==> config.mk <==
export PLATFORM = sky130hd
export DESIGN_NAME = adc_capture_sequencer
export DESIGN_NICKNAME = d
export VERILOG_FILES = /design/src/rtl/adc_capture_sequencer.sv
export SDC_FILE = /design/constraint.sdc
export NUM_CORES = 1
export LEC_CHECK = 0
export ABC_AREA = 1
export BUFFER_PORTS_ARGS = -buffer_cell sky130_fd_sc_hd__buf_4
export CAP_MARGIN = 40
export CORE_MARGIN = 5
export CORE_UTILIZATION = 50
export CTS_CLUSTER_DIAMETER = 30
export DETAILED_ROUTE_END_ITERATION = 12
export GPL_TIMING_DRIVEN = 0
export PLACE_DENSITY = 0.74
export SLEW_MARGIN = 20
export SYNTH_ARGS = -nofsm -noshare
export SYNTH_HDL_FRONTEND = slang
export SYNTH_SLANG_ARGS = --single-unit
==> constraint.sdc <==
create_clock -name aclk -period 2.75 [get_ports aclk]
set_input_delay 0.1375 -clock aclk [delete_from_list [all_inputs] [get_ports aclk]]
set_output_delay 0.1375 -clock aclk [all_outputs]
set_load 0.005 [all_outputs]
==> src/rtl/adc_capture_sequencer.sv <==
// Multi-frame ADC capture sequencer: start/ack handshake per frame, inter-frame gap,
// trigger arming, overrun counting and adapter abort. Optional: ADC_CAPTURE_SEQUENCER_TIMESTAMP_EN.
module adc_capture_sequencer #(
   parameter int ACK_TIMEOUT  = 16,
   parameter int ABORT_CYCLES = 2,
   parameter int FRAME_W      = 16
) (
   input  logic               aclk,
   input  logic               areset,
   input  logic               ctrl_start,
   input  logic               ctrl_abort,
   input  logic [31:0]        cfg_sample_count,
   input  logic [FRAME_W-1:0] cfg_frame_count,
   input  logic [15:0]        cfg_gap_cycles,
   input  logic               cfg_trig_mode,
   input  logic               ext_trigger,
   output logic [31:0]        adc_sample_count,
   output logic               adc_start_trigger,
   input  logic               adc_start_trigger_ack,
   input  logic [1:0]         adc_sample_state,
   output logic               adc_aresetn,
   input  logic               mon_tvalid,
   input  logic               mon_tready,
   output logic               busy,
   output logic               done,
   output logic               error,
   output logic [FRAME_W-1:0] frames_done,
   output logic [15:0]        overrun_count,
`ifdef ADC_CAPTURE_SEQUENCER_TIMESTAMP_EN
   output logic [2:0]         seq_state,
   output logic [63:0]        frame_timestamp
`else
   output logic [2:0]         seq_state
`endif
);

   typedef enum logic [2:0] {
      IDLE  = 3'd0,
      ARM   = 3'd1,
      REQ   = 3'd2,
      RUN   = 3'd3,
      GAP   = 3'd4,
      ABORT = 3'd5
   } seq_state_t;

   localparam int ACK_W = $clog2(ACK_TIMEOUT + 1);
   localparam int ABT_W = $clog2(ABORT_CYCLES + 1);

   seq_state_t         state;
   logic [FRAME_W-1:0] sh_frame_count;
   logic [15:0]        sh_gap_cycles;
   logic               prev_trigger;
   logic [ACK_W-1:0]   ack_cnt;
   logic [15:0]        gap_cnt;
   logic [ABT_W-1:0]   abort_cnt;
   logic [FRAME_W-1:0] frames_next;
   logic               last_frame;

   assign frames_next = frames_done + FRAME_W'(1);
   assign last_frame  = (sh_frame_count != '0) && (frames_next == sh_frame_count);
   assign seq_state   = state;
   // The adapter sits in reset both under our own reset and while an abort is in progress.
   assign adc_aresetn = ~areset & (state != ABORT);

   always_ff @(posedge aclk) begin
      if (areset) begin
         state             <= IDLE;
         busy              <= 1'b0;
         done              <= 1'b0;
         error             <= 1'b0;
         adc_start_trigger <= 1'b0;
         adc_sample_count  <= '0;
         frames_done       <= '0;
         overrun_count     <= '0;
         sh_frame_count    <= '0;
         sh_gap_cycles     <= '0;
         prev_trigger      <= 1'b0;
         ack_cnt           <= '0;
         gap_cnt           <= '0;
         abort_cnt         <= '0;
      end else begin
         done         <= 1'b0;
         prev_trigger <= ext_trigger;

         if (state == RUN && mon_tvalid && !mon_tready && overrun_count != 16'hFFFF)
            overrun_count <= overrun_count + 16'd1;

         if (ctrl_abort && state != IDLE) begin
            state             <= ABORT;
            busy              <= 1'b1;
            adc_start_trigger <= 1'b0;
            abort_cnt         <= '0;
         end else begin
            case (state)
               IDLE: begin
                  if (ctrl_start) begin
                     sh_frame_count   <= cfg_frame_count;
                     sh_gap_cycles    <= cfg_gap_cycles;
                     adc_sample_count <= cfg_sample_count;
                     frames_done      <= '0;
                     overrun_count    <= '0;
                     error            <= 1'b0;
                     ack_cnt          <= '0;
                     busy             <= 1'b1;
                     state            <= cfg_trig_mode ? ARM : REQ;
                  end
               end

               ARM: begin
                  if (ext_trigger && !prev_trigger) begin
                     ack_cnt <= '0;
                     state   <= REQ;
                  end
               end

               REQ: begin
                  if (adc_start_trigger_ack) begin
                     adc_start_trigger <= 1'b0;
                     state             <= RUN;
                  end else if (ack_cnt == ACK_W'(ACK_TIMEOUT - 1)) begin
                     adc_start_trigger <= 1'b0;
                     error             <= 1'b1;
                     abort_cnt         <= '0;
                     state             <= ABORT;
                  end else begin
                     adc_start_trigger <= 1'b1;
                     ack_cnt           <= ack_cnt + ACK_W'(1);
                  end
               end

               // Sample state 0 inside RUN means the adapter has finished this frame.
               RUN: begin
                  if (adc_sample_state == 2'd0) begin
                     frames_done <= frames_next;
                     if (last_frame) begin
                        done  <= 1'b1;
                        busy  <= 1'b0;
                        state <= IDLE;
                     end else if (sh_gap_cycles == 16'd0) begin
                        ack_cnt <= '0;
                        state   <= REQ;
                     end else begin
                        gap_cnt <= '0;
                        state   <= GAP;
                     end
                  end
               end

               GAP: begin
                  if (gap_cnt == sh_gap_cycles - 16'd1) begin
                     ack_cnt <= '0;
                     state   <= REQ;
                  end else begin
                     gap_cnt <= gap_cnt + 16'd1;
                  end
               end

               ABORT: begin
                  if (abort_cnt == ABT_W'(ABORT_CYCLES - 1)) begin
                     busy  <= 1'b0;
                     state <= IDLE;
                  end else begin
                     abort_cnt <= abort_cnt + ABT_W'(1);
                  end
               end

               default: begin
                  busy  <= 1'b0;
                  state <= IDLE;
               end
            endcase
         end
      end
   end

`ifdef ADC_CAPTURE_SEQUENCER_TIMESTAMP_EN
   logic [63:0] cycle_count;

   // Timestamp marks the cycle a frame request is actually accepted by the adapter.
   always_ff @(posedge aclk) begin
      if (areset) begin
         cycle_count     <= '0;
         frame_timestamp <= '0;
      end else begin
         cycle_count <= cycle_count + 64'd1;
         if (state == REQ && adc_start_trigger_ack && !ctrl_abort)
            frame_timestamp <= cycle_count;
      end
   end
`endif

endmodule

==> reports/metrics.yaml, run 1 <==
global_route:
  maximum_number_of_pins_on_one_net_before_global_route_repair: 17
  grt_antenna_before_repair: 0
  globalRouteOverflowTotal: 0
  grt_use_total_pct: 26.6
  grt_pass1_wl_um: 34900
  first_global_vias: 7199
route:
  num_vias: 7533
  detail_route.vias_per_cell: 5.26
  detail_route.first_pass.iterations: 5
  drcViolationCount: 0
  detailedRoute.firstIterationViolations: 538
  antenna_violating_nets_post_route: 0
  routedWlPerCell_um: 15.1
  routed_wl_um: 21600
setup_path:
  cp_slowest_stage_delay_ns: 0.40
  cp-end-kind: "flip-flop"
  worstPathCellList: "ha_2 -> nand2_2 -> nor2_4 -> nand2_1 -> nand3_1 -> nand2_1 -> nor3_2 -> nand3_2 -> o21ai_2 -> nand2_2 -> buf_2 -> a21oi_1 -> nor2_1"
  worst_setup_path_start_kind: "flip-flop"
  worst-r2r-cell-count: 13
  r2r_start: "frames_done[0]"
  worst-endpoint-arrival_ns: 2.84
  slowest_stage_cell_crit_path: "dfxtp_2"
  critPathRequiredTime_ns: 3.07
  critical_path.max_fanout: 10
  regToRegEndpoint: "gap_cnt[10]"
  reg2reg_slack_ns: 0.23
  criticalPathCategory: "flip-flop to flip-flop"
placement:
  gp_congestion: 0.927
  numPortBuffers: 144
  post-dp-hpwl_um: 15500
timing:
  skew_ns: 0.00656
  report.final.slew_viol_count: 0
  finalHoldViolations: 0
  max_freq_ghz: 0.398
  fin_worst_hold_slack_ns: 0.00879
  worst_slew_pin_slew_ns: 0.680
  final_period_minus_worst_setup_slack_ns: 2.52
  rsz0062_at_grt: "no"
  setup-tns-final_ns: 0
  timing.final.crit_share_pct: 91.5
  slew-limit-headroom_pct: 54.7
  setup_violations: 0
finish:
  num_antenna_cells: 0
  design.final.nets: 1325
  drive_gt1_share_pct: 17.8
  layout_overhead_on_the_synthesized_area_pct: 35.0
die:
  die_x_um: 127
  initial_core_util_pct: 51.4
  chipHeight_um: 127
  die_area_um2: 16200
  num_rows: 42
  core_area_um2: 13300
  num_io_pins: 147
clock_network:
  worstSkewPairLatency_ns: 0.43
  clock_tree.root_cell: "clkbuf_16"
  cts_max_level: 4
  postCtsSetupRepairBufs: 0
  path_clk_slew_ns: 0.06
  tritoncts_clock_tree: "built"
  clock_tree.buffer_depth: 2
  clock_sinks: 127
  cts_made_buffers: 17
hold_path:
  worstHoldEndpoint: "sh_gap_cycles[2]"
  type_of_the_most_critical_hold_path: "input port to flip-flop"
  holdCritStartpoint: "cfg_gap_cycles[2]"
  min_path_cells: 3
logic_synthesis:
  synth.distinct_cells: 39
  yosys_warnings: 0
  synth_cells: 1033
  ys_seq_elements: 127
  synth_area_um2: 6860
  syn_avg_cell_area_um2: 6.64
  postSynthNetCount: 1116
  yosysSeqAreaShare_pct: 37.1
pwr:
  p_per_area_nw_per_um2: 875
  irDropWorstVdd_mv: 0.512
  cellLeakagePower_nw: 4.00
run:
  maxCapViolations: 0
outcome:
  outcome: "complete, no violations"
==> layout make-up <==
type	instances	area, um^2
Buffer	44	185
Fill cell	1152	4090
Clock inverter	11	131
Sequential cell	127	2540
Tap cell	176	220
Inverter	97	364
Clock buffer	21	480
Multi-Input combinational cell	765	3790
Timing Repair Buffer	190	1540
==> critical path: cells and delay by family, from the launching register on <==
family                     cells  cell delay (ns)
AOI/OAI and AO/OA              2             0.36
adders and majority gates      1             0.25
buffers and inverters          1             0.21
DFF                            1             0.40
and+or+nand+nor                9             1.19
==> stage by stage <==
step	cells	util (%)	cell area [um^2]	setup slack (ns)	power, mW
2_1_floorplan	1033	-	6860	0.609	4.73
3_3_place_gp	1353	61.1	8160	0.0533	5.64
3_5_place_dp	1353	61.1	8160	0.0129	5.69
4_1_cts	1431	69.2	9240	0.0968	8.07
5_1_grt	1431	69.4	9260	0.0128	8.65
6_report	1431	69.4	9260	0.235	8.10
==> placed cells by master, fill, tap and decap left out, drive strengths merged, types with 2 or more instances in the layout <==
cell type      n
nand3b         9
o21ai         43
nand2        253
xor2          26
inv           97
nor2         138
dfxtp        127
nor3b          3
a22oi          2
nor4           3
a21oi        104
xnor2          9
nand4         15
or2            5
nand3        125
bufinv         2
o21bai         2
ha             8
clkinvlp       3
clkbuf        57
nor3          13
clkinv         6
dlygate4sd3   46
buf          152
==> where the power goes <==
| group | internal, mW | switching [mW] |
|---|---|---|
| Sequential | 2.20 | 0.303 |
| Clock | 1.44 | 0.869 |
| Combinational | 1.23 | 2.07 |
==> metal layers <==
layer	vias to the layer above	global-route usage [%]	routed length (um)
met3	42	7.72	1880
met2	299	43.7	9870
li1	3782	-	-
met4	0	10.3	602
met5	-	0	0
met1	3410	33.0	9240
==> worst max path at each step <==
stage / startpoint / to / slack [ns] / cells after the start
finish: frames_done[0] / gap_cnt[10] / 0.23 / 13
global route: sh_gap_cycles[0] / ack_cnt[4] / 0.01 / 16
CTS: frames_done[0] / ack_cnt[4] / 0.1 / 14
detailed placement: frames_done[0] / ack_cnt[1] / 0.01 / 14
global placement: frames_done[0] / ack_cnt[1] / 0.05 / 14
floorplan: frames_done[0] / gap_cnt[10] / 0.61 / 13
==> logic make-up after synthesis <==
logic type | Yosys count | share of synthesized area [%]
AND/OR/NAND/NOR | 567 | 37.1
AO/OA/AOI/OAI | 154 | 11.6
buffers and inverters | 141 | 7.99
flip-flops | 127 | 37.1
XOR/XNOR | 36 | 4.80
adder cells (fa/ha/maj) | 8 | 1.46
==> state kept, by name, indices dropped and copies added, names as in the netlist <==
signal	count
adc_sample_count	32
frames_done	16
gap_cnt	16
overrun_count	16
sh_frame_count	16
sh_gap_cycles	16
ack_cnt	5
seq_state	3
abort_cnt	2
adc_start_trigger	1
busy	1
done	1
error	1
prev_trigger	1
==> synthesized netlist by cell type (all sizes together) <==
| cell type | count | area [um^2] |
|---|---|---|
| a21oi | 104 | 521 |
| a22oi | 2 | 15.0 |
| a32oi | 1 | 8.76 |
| and2 | 1 | 6.26 |
| and3 | 1 | 6.26 |
| buf | 8 | 47.5 |
| clkbuf | 36 | 136 |
| clkinv | 1 | 3.75 |
| dfxtp | 127 | 2540 |
| ha | 8 | 100 |
| inv | 96 | 360 |
| nand2 | 253 | 960 |
| nand2b | 1 | 6.26 |
| nand3 | 125 | 691 |
| nand3b | 9 | 67.6 |
| nand4 | 15 | 93.8 |
| nor2 | 138 | 571 |
| nor3 | 13 | 70.1 |
| nor3b | 3 | 22.5 |
| nor4 | 3 | 18.8 |
| o211a | 1 | 10.0 |
| o21a | 1 | 7.51 |
| o21ai | 43 | 219 |
| o21bai | 2 | 15.0 |
| or2 | 5 | 31.3 |
| xnor2 | 9 | 78.8 |
| xnor3 | 1 | 22.5 |
| xor2 | 26 | 228 |
==> what timing repair did <==
item,CTS,global route
gates resized for setup,1,9
setup endpoints to repair,3,30
endpoints found under the hold margin,46,0
hold buffers,46,0
Power figures use the tool's default switching activity.
==> run 2: changes to the inputs <==
--- a/config.mk
+++ b/config.mk
@@ -14,6 +14,7 @@
 export DETAILED_ROUTE_END_ITERATION = 12
 export GPL_TIMING_DRIVEN = 0
 export PLACE_DENSITY = 0.74
+export REMOVE_ABC_BUFFERS = 1
 export SLEW_MARGIN = 20
 export SYNTH_ARGS = -nofsm -noshare
 export SYNTH_HDL_FRONTEND = slang
==> run 2 against run 1 <==
Against the previous run:
- clock skew increased by 0.0017 ns
- critical endpoint is now frames_done[13]
- clock-buffer cell count shrank 3
- die area is the same
- flip-flop and latch count is the same
- sequential power about the same
- design area is 1.6% lower
==> reports/metrics.yaml, run 2 (synthesized netlist as in run 1, its figures left out) <==
finish:
  mostFrequentLayoutCells: "244 x nand2_1, 146 x buf_4, 127 x nor2_1"
  largest_register_ff_count: 32
  regMostFlops: "adc_sample_count"
  fin_area_um2: 9110
  design.final.nets: 1281
  layout_overhead_on_the_synthesized_area_pct: 32.8
  drive_gt1_share_pct: 18.7
  num_antenna_cells: 0
  final_common_cell: "nand2_1"
  fillers: 1173
  post-route-util_pct: 68.2
route:
  detail_route.first_pass.iterations: 5
  detail_route.vias_per_cell: 5.14
  num_vias: 7123
  drcViolationCount: 0
  routedWlPerCell_um: 14.0
  antenna_violating_nets_post_route: 0
  detailedRoute.firstIterationViolations: 434
  routed_wl_um: 19500
clock_network:
  cts_made_buffers: 17
  clock_tree.root_cell: "clkbuf_16"
  worstSkewPairLatency_ns: 0.42
  clock_sinks: 127
  clock_tree.buffer_depth: 2
  cts_max_level: 4
  path_clk_slew_ns: 0.06
  tritoncts_clock_tree: "built"
setup_path:
  cp-end-kind: "flip-flop"
  worst_setup_path_start_kind: "flip-flop"
  worst-r2r-cell-count: 12
  critical_path.max_fanout: 42
  critPathRequiredTime_ns: 3.02
  reg2reg_slack_ns: 0.22
  worst-endpoint-arrival_ns: 2.80
  regToRegEndpoint: "frames_done[13]"
  r2r_start: "seq_state[1]"
  worstSetupStartpoint: "seq_state[1]"
  criticalPathCategory: "flip-flop to flip-flop"
placement:
  post-dp-hpwl_um: 13300
  numPortBuffers: 146
  placedInstanceArea_um2: 8070
  gp_congestion: 0.927
pwr:
  p_per_area_nw_per_um2: 864
  cellLeakagePower_nw: 3.94
  irDropWorstVdd_mv: 0.594
timing:
  setup_violations: 0
  slew-limit-headroom_pct: 50.2
  skew_ns: 0.00824
  worst_slew_pin_slew_ns: 0.748
  report.final.slew_viol_count: 0
  finalHoldViolations: 0
  timing.final.crit_share_pct: 92.1
  final_period_minus_worst_setup_slack_ns: 2.53
  rsz0062_at_grt: "yes"
  max_freq_ghz: 0.395
die:
  initial_core_util_pct: 51.4
  die_area_um2: 16200
  core_area_um2: 13300
  num_rows: 42
  die_x_um: 127
  chipHeight_um: 127
  num_io_pins: 147
hold_path:
  type_of_the_most_critical_hold_path: "input port to flip-flop"
  worstHoldEndpoint: "sh_frame_count[4]"
  holdCritStartpoint: "cfg_frame_count[4]"
  min_path_cells: 3
global_route:
  maximum_number_of_pins_on_one_net_before_global_route_repair: 66
  globalRouteOverflowTotal: 0
  grt_antenna_before_repair: 0
  grt_use_total_pct: 23.9
  grt_pass1_wl_um: 32000
  first_global_vias: 6805
run:
  maxCapViolations: 0
outcome:
  outcome: "complete, no violations"
-- run 2: cell types whose count changed in the layout (fill, tap and decap cells not counted), sizes merged --
cell,delta
buf,-2
clkbuf,-39
clkinvlp,+1
dlygate4sd3,-6
inv,+1
-- run 2: timing repair --
action	4_1_cts	5_1_grt
hold buffers	40	0
setup buffers	0	0
resized for setup	4	10
endpoints found under the setup margin	47	24
endpoints found under the hold margin	40	0
-- run 2: cell type report --
class	instances	area, um^2	area share [%]
multi-input cells	765	3820	42.0
flip-flops and latches	127	2540	27.9
repair buffers	190	1570	17.2
clock buffers	18	439	4.82
inverters	97	369	4.05
well taps	176	220	2.42
clock inverters	13	140	1.54
-- run 2: per-stage QoR --
| stage | setup WS, ns | TNS [ns] | power (mW) | std cells | hold WS (ns) |
|---|---|---|---|---|---|
| finish | 0.217 | 0 | 7.86 | 1386 | 0.00830 |
| global route | -0.0206 | -0.0236 | 8.46 | 1386 | 0.00288 |
| CTS | 0.0748 | 0 | 7.85 | 1386 | 0.0000460 |
| detailed placement | -0.599 | -8.31 | 5.56 | 1315 | 0.386 |
| global placement | -3.47 | -237.55 | 5.46 | 1311 | 0.365 |
| floorplan | -1.11 | -41.20 | 4.60 | 989 | 0.207 |
-- run 2: worst max path at each step --
stage,end,slack [ns],cells after the start
floorplan,overrun_count[9],-1.11,7
global placement,overrun_count[9],-3.47,7
detailed placement,frames_done[6],-0.60,12
CTS,gap_cnt[10],0.07,12
global route,ack_cnt[4],-0.02,16
finish,frames_done[13],0.22,12
-- run 2: layer usage --
metal  up-vias  GRT usage, %  routed length (um)  share of wire, %
met5         -             0                   0                 0
met4         0          7.89                 364               1.9
met3        29          7.39                1190               6.1
met2       171          39.3                9140                47
met1      3242          30.0                8760                45
li1       3681             -                   -                 -
-- run 2: power breakdown --
part / leakage (nW) / switching, mW / internal [mW]
Combinational: 2.62 / 1.94 / 1.19
Clock: 0.275 / 0.855 / 1.35
Sequential: 1.04 / 0.323 / 2.20
-- run 2: worst max-delay path, stage by stage (launching register included) --
cell	delay, ns
dfxtp_1	0.41
inv_1	0.11
nand2_1	0.20
clkinv_4	0.35
nor2_2	0.29
nor2_1	0.12
nand2_2	0.33
nor2_4	0.10
buf_6	0.17
inv_1	0.09
nor2_1	0.05
a21oi_1	0.11
nor2_1	0.05
